==> src/rtl/max_int16_stream.sv <==
// Streaming signed max/argmax reducer over valid/ready element sets.
// Optional MAX_STREAM_TIE_LAST_EN: equal values move the index to the latest occurrence.

module gt_int_nbit #(
  parameter int WIDTH     = 16,
  parameter int IMPL_TYPE = 0
) (
  input  logic [WIDTH-1:0] a,
  input  logic [WIDTH-1:0] b,
  output logic             gt
);
  generate
    if (IMPL_TYPE == 1) begin : g_bias
      // Flipping the sign bit maps two's-complement order onto unsigned order.
      assign gt = {~a[WIDTH-1], a[WIDTH-2:0]} > {~b[WIDTH-1], b[WIDTH-2:0]};
    end else if (IMPL_TYPE == 2) begin : g_sub
      logic [WIDTH:0] diff;
      assign diff = {a[WIDTH-1], a} - {b[WIDTH-1], b};
      assign gt   = ~diff[WIDTH] && (diff != '0);
    end else begin : g_direct
      assign gt = $signed(a) > $signed(b);
    end
  endgenerate
endmodule

module max_int16_stream #(
  parameter int WIDTH     = 16,
  parameter int IDX_W     = 8,
  parameter int IMPL_TYPE = 0
) (
  input  logic             clk,
  input  logic             rst_n,
  input  logic             in_valid,
  output logic             in_ready,
  input  logic [WIDTH-1:0] in_data,
  input  logic             in_last,
  output logic             out_valid,
  input  logic             out_ready,
  output logic [WIDTH-1:0] out_max,
  output logic [IDX_W-1:0] out_idx,
  output logic [IDX_W-1:0] out_count,
  output logic             out_ovf
);

  typedef enum logic {ACC = 1'b0, HOLD = 1'b1} state_t;

  state_t           state;
  state_t           state_nxt;
  logic [WIDTH-1:0] max_r;
  logic [IDX_W-1:0] idx_r;
  logic [IDX_W-1:0] cnt_r;
  logic             ovf_r;
  logic             first_r;
  logic             is_gt;
  logic             upd;
  logic             accept;
  logic             release_hs;

  gt_int_nbit #(.WIDTH(WIDTH), .IMPL_TYPE(IMPL_TYPE)) u_gt (
    .a  (in_data),
    .b  (max_r),
    .gt (is_gt)
  );

  assign accept     = in_valid && in_ready;
  assign release_hs = out_valid && out_ready;

`ifdef MAX_STREAM_TIE_LAST_EN
  assign upd = first_r || is_gt || (in_data == max_r);
`else
  assign upd = first_r || is_gt;
`endif

  always_ff @(posedge clk or negedge rst_n) begin
    if (!rst_n) state <= ACC;
    else        state <= state_nxt;
  end

  always_comb begin
    state_nxt = state;
    case (state)
      ACC:     if (accept && in_last) state_nxt = HOLD;
      HOLD:    if (release_hs)        state_nxt = ACC;
      default: state_nxt = ACC;
    endcase
  end

  // in_ready stays low while reset is asserted, otherwise it is purely state-decoded.
  always_comb begin
    in_ready  = 1'b0;
    out_valid = 1'b0;
    case (state)
      ACC:     in_ready  = rst_n;
      HOLD:    out_valid = 1'b1;
      default: in_ready  = 1'b0;
    endcase
  end

  always_ff @(posedge clk or negedge rst_n) begin
    if (!rst_n) begin
      max_r   <= '0;
      idx_r   <= '0;
      cnt_r   <= '0;
      ovf_r   <= 1'b0;
      first_r <= 1'b1;
    end else if (accept) begin
      first_r <= 1'b0;
      cnt_r   <= cnt_r + IDX_W'(1);
      if (cnt_r == '1) ovf_r <= 1'b1;
      if (upd) begin
        max_r <= in_data;
        idx_r <= first_r ? '0 : cnt_r;
      end
    end else if (release_hs) begin
      cnt_r   <= '0;
      ovf_r   <= 1'b0;
      first_r <= 1'b1;
    end
  end

  assign out_max   = max_r;
  assign out_idx   = idx_r;
  assign out_count = cnt_r;
  assign out_ovf   = ovf_r;

endmodule

==> config.mk <==
export PLATFORM = sky130hd
export DESIGN_NAME = max_int16_stream
export DESIGN_NICKNAME = d
export VERILOG_FILES = /design/src/rtl/max_int16_stream.sv
export SDC_FILE = /design/constraint.sdc
export NUM_CORES = 1
export LEC_CHECK = 0
export CAP_MARGIN = 5
export CORE_ASPECT_RATIO = 1.5
export CORE_MARGIN = 2
export CORE_UTILIZATION = 40
export DETAILED_ROUTE_END_ITERATION = 6
export DONT_BUFFER_PORTS = 1
export SETUP_SLACK_MARGIN = 0.15
export SLEW_MARGIN = 20
export SYNTH_ARGS = -nofsm -noshare
export SYNTH_HDL_FRONTEND = slang
export SYNTH_SLANG_ARGS = --single-unit
==> constraint.sdc <==
create_clock -name clk -period 5 [get_ports clk]
set_clock_uncertainty 0.05 [all_clocks]
set_input_delay 1 -clock clk [delete_from_list [all_inputs] [get_ports clk]]
set_output_delay 1 -clock clk [all_outputs]
set_load 0.01 [all_outputs]
== Yosys cells after proc, flatten, opt, wreduce, memory -nomap -nowiden ==
Index checks and enable logic that the tools add are counted.

* Bitwise gates (word level): 1
* Add/subtract/negate cells: 1
* Muxes and demuxes: 13
* Equality and inequality tests: 2
* $lt $le $gt $ge: 1
* Reductions and logical operators: 7

{| class="wikitable"
|+ Operators with widths
! kind !! count
|-
| $mux W8 || 3
|-
| $gt A16 B16 Y1 || 1
|-
| $mux W1 || 9
|-
| $add A8 B1 Y8 const B || 1
|-
| $eq A8 B8 Y1 const B || 1
|-
| $reduce_and A2 Y1 || 2
|-
| $logic_and A1 B1 Y1 || 3
|-
| $ne A2 B1 Y1 const B || 1
|-
| $pmux W1 S2 || 1
|-
| $reduce_bool A2 Y1 || 1
|-
| $logic_or A1 B1 Y1 || 1
|-
| $not A1 Y1 || 1
|}

* Logic and storage cells: 31
* Output and inout bits: 35
* Input port bits: 21
* Register bits after elaboration: 35

== Longest topological paths before layout ==
* Depth in word-level cells: 5
* Depth in mapped cells: 10
* Depth with buffers taken out: 7

== Cells and area by module ==
From an unflattened synthesis, not the netlist that was laid out.

* Cells, all modules: 161
* Area total of the unflattened synthesis: 1,898.1 µm²

{| class="wikitable"
|+ Modules (own cells, without submodules)
! module !! sequential area each (µm²) !! instances !! cells an instance !! area an instance (µm²)
|-
| max_int16_stream || 877.1 || 1 || 103 || 1,481.4
|-
| gt_int_nbit || 0.0 || 1 || 58 || 416.6
|}

== Worst setup path after synthesis ==
Ideal clock, no wire load.

* Kind: input -> register
* Start point: input port in_data[15]
* End point: register max_r[10] (netlist: out_max[10])
* Setup slack: 2.040 ns
* Stages: 9
* Arrival: 2.785 ns
* Required time: 4.825 ns
* Setup time: 0.125 ns
* Path buffers: 3
* Cells stage by stage: ha_1 > nand4_1 > nor3_1 > o21a_1 > buf_4 > o311a_1 > buf_6 > buf_8 > mux2_4

* Word-level cells in the longest chain between the ends: 3

{| class="wikitable"
|+ RTL lines
! element !! line !! text
|-
| start: declaration || 35 || <nowiki>input logic [WIDTH-1:0] in_data,</nowiki>
|-
| $gt A16 B16 Y1 || 21 || <nowiki>assign gt = $signed(a) > $signed(b);</nowiki>
|-
| $logic_or A1 B1 Y1 || 71 || <nowiki>assign upd = first_r || is_gt;</nowiki>
|-
| $reduce_and A2 Y1 (no source line) || -- ||
|-
| end signal: assignment || 111 || <nowiki>max_r <= in_data;</nowiki>
|-
| end: declaration || 49 || <nowiki>logic [WIDTH-1:0] max_r;</nowiki>
|}

Every way passes these cells.
A chain may end at the register's enable or synchronous reset.

== Worst setup path after layout ==
* Start point: input port in_data[15]
* End point: register max_r[5] (netlist: out_max[5])

Same word-level chain as after synthesis.

==> flow_summary.toml <==
[detailed_routing]
ant_nets = 0
drc_errors = 0
via_per_inst = 5.368
wl_per_cell_um = 15.58
dr_total_vias = 1444
routed_wl_um = 4192
dr.pass1.iters = 4
drtIter0Drc = 49

[critical_path]
worstSetupPathType = "primary input to flop"
critPathBufInv = 0
cp_max_fo = 16
worstSetupStartpointType = "primary input"
critical_path_arrival_ns = 3.46
r2r_setup_slack_ns = 1.89
required_ns = 5.12
worstSetupEndpointType = "flop"
path_delay_family = "compound AO/OA/AOI/OAI gates"
slowest_stage = "o311a_1"
cpPeakStageDelay_ns = 0.84
path_cells = "ha_1 -> nand4_1 -> nor3_1 -> o21a_1 -> o311a_1 -> mux2_2"

[sta]
post-route-period-util = 0.6667
timing.fmax_ghz = 0.3000
setup_viol = 0
hold_viol_final = 0
whs_ns = 0.3515
rsz0062_at_grt = "false"
tns_ns = 0
relSlewSlack = 0.3780
drv_slew = 0
worst_pin_slew_ns = 0.9330
finalCriticalPeriod_ns = 3.333

[logic_synthesis]
synthesis.area_um2 = 2059
yosysWarnings = 0
ys_ff_latch = 35
synth_area_leader_cell = "dfrtp_1"
synth_flop_cell = "dfrtp_1"
syn-num-nets = 239
synth.top_cell.area_share = 0.4131
synth-edff-count = 0
synth.distinct_cells = 35
avgSynthCellArea_um2 = 10.25
ys_seq_area_frac = 0.4259
synthArstFlopShare = 1.000
synthTopCellsByArea = "dfrtp_1 (41%), ha_1 (10%), mux2_4 (7.3%)"
netlist_instances = 201

[floorplan]
die_height_um = 91.88
core_area_um2 = 5045
num_rows = 32
die_area_um2 = 5750
fp.dieW_um = 62.59
pin_count = 56
start_util = 0.4082

[finish]
fillers = 510
diodes = 0
multi_input_area_um2 = 1025
area_delta_synth_final_pct = 6.014
final_nets = 238
drive_gt1_frac = 0.1194
regArea_um2 = 877.1

[cts]
clk_latency_ns = 0.28
htree_levels = 2
cts_buffers = 5
clk_pin_slew_ns = 0.07
cts_tree = "built"
cts.sinks = 35
cts_setup_buffers = 0
ctsResizeCount = 0
cts_hold_buf = 0
cts_root_buf = "clkbuf_8"
cts_buffer_depth = 2

[place]
hpwl_um = 3164
port_buffers = 0
gp_congestion = 0.7168

[global_routing]
grt_pass1_wl_um = 6782
grt_overflow = 0
grt_pass1_vias = 1393
grt_max_degree = 38
grt_use_total = 0.1504
antenna_found_initial = 0

[status]
outcome = "complete, no violations"

[power_and_ir_drop]
powerDensity_nw_per_um2 = 510.9
p_leak_nw = 1.051
worst_ir_drop_vdd_v = 0.0001886

[run]
drv_cap = 0

[worst_hold_path]
hp-class = "primary input to async pin"
[Yosys cell counts, drive strengths merged (3+ instances only)]
library cell   n
buf            3
o211ai         8
nand3          5
a21oi          8
and3           9
o311ai         8
clkbuf         5
nand2         26
inv           28
dfrtp         34
mux2i          5
ha            17
mux2          16
o21ai          4
[metal layers]
metal / vias to the layer above / share of wire / routed length [um] / track usage
met4: 0 / 0.017 / 73 / 0.06111
met3: 7 / 0.067 / 279 / 0.06135
met2: 41 / 0.51 / 2142 / 0.2554
met5: - / 0 / 0 / 0
met1: 683 / 0.40 / 1697 / 0.1655
li1: 713 / - / - / -
[through the flow]
stage	util	total power, mW	instances	worst slack [ns]	cell area, um^2
2_1_floorplan	-	0.8370	201	2.040	2059
3_3_place_gp	0.4147	0.9077	261	1.383	2092
3_5_place_dp	0.4147	0.9200	261	1.317	2092
4_1_cts	0.4328	1.137	269	1.617	2183
5_1_grt	0.4328	1.214	269	1.465	2183
6_report	0.4328	1.116	269	1.667	2183
[state kept, by name, summed over array words and instances (netlist names)]
signal	flops
out_max	16
out_count	8
state	1
first_r	1
out_idx	8
out_ovf	1
[final timing paths]
kind / start / to / cells past startpoint
max in group asynchronous: rst_n / first_r$_DFFE_PN1P_ / 0
min in group clk: out_count[6]$_DFFE_PN0P_ / out_count[6]$_DFFE_PN0P_ / 1
max reg2reg: out_max[15]$_DFFE_PN0P_ / out_max[5]$_DFFE_PN0P_ / 7
min reg2reg: out_count[6]$_DFFE_PN0P_ / out_count[6]$_DFFE_PN0P_ / 1
min: rst_n / out_max[5]$_DFFE_PN0P_ / 0
max: in_data[15] / out_max[5]$_DFFE_PN0P_ / 6
[where the power goes]
group	internal [mW]	switching (mW)	total (mW)
clock	0.111	0.101	0.212
combinational	0.189	0.177	0.366
sequential	0.386	0.152	0.538
[placed cells by master (no fill, tap or decap), drive strengths merged]
cell,instances
nand4bb,1
o211ai,8
nand2b,2
a21oi,8
o31a,1
o311ai,8
nor2b,1
a2bb2oi,1
nand3b,2
inv,28
nand4,2
ha,17
mux2,16
clkbuf,7
nand2,26
nand3,5
a211oi,1
or3,1
o221ai,1
mux2i,5
clkinv,1
o21a,2
nor3,2
o22ai,1
dfstp,1
and2,1
o311a,1
and4,2
o21ai,4
a31oi,2
and3,9
dfrtp,34
[kinds of logic (layout without fill, tap and decap cells)]
group,after synthesis,in the layout,synth area share
AND/OR/NAND/NOR,54,54,0.1343
multiplexers,21,21,0.1300
adder cells (fa/ha/maj),17,17,0.1033
flip-flops,35,35,0.4259
buffers and inverters,36,36,0.07655
AO/OA/AOI/OAI,38,38,0.1300
[cell type report]
type	instances	area share
multi-input cells	130	0.4693
flip-flops and latches	35	0.4017
inverters	28	0.04814
clock buffers	7	0.03954
well taps	68	0.03897
clock inverters	1	0.002292
(Power assumes the default switching activity.)
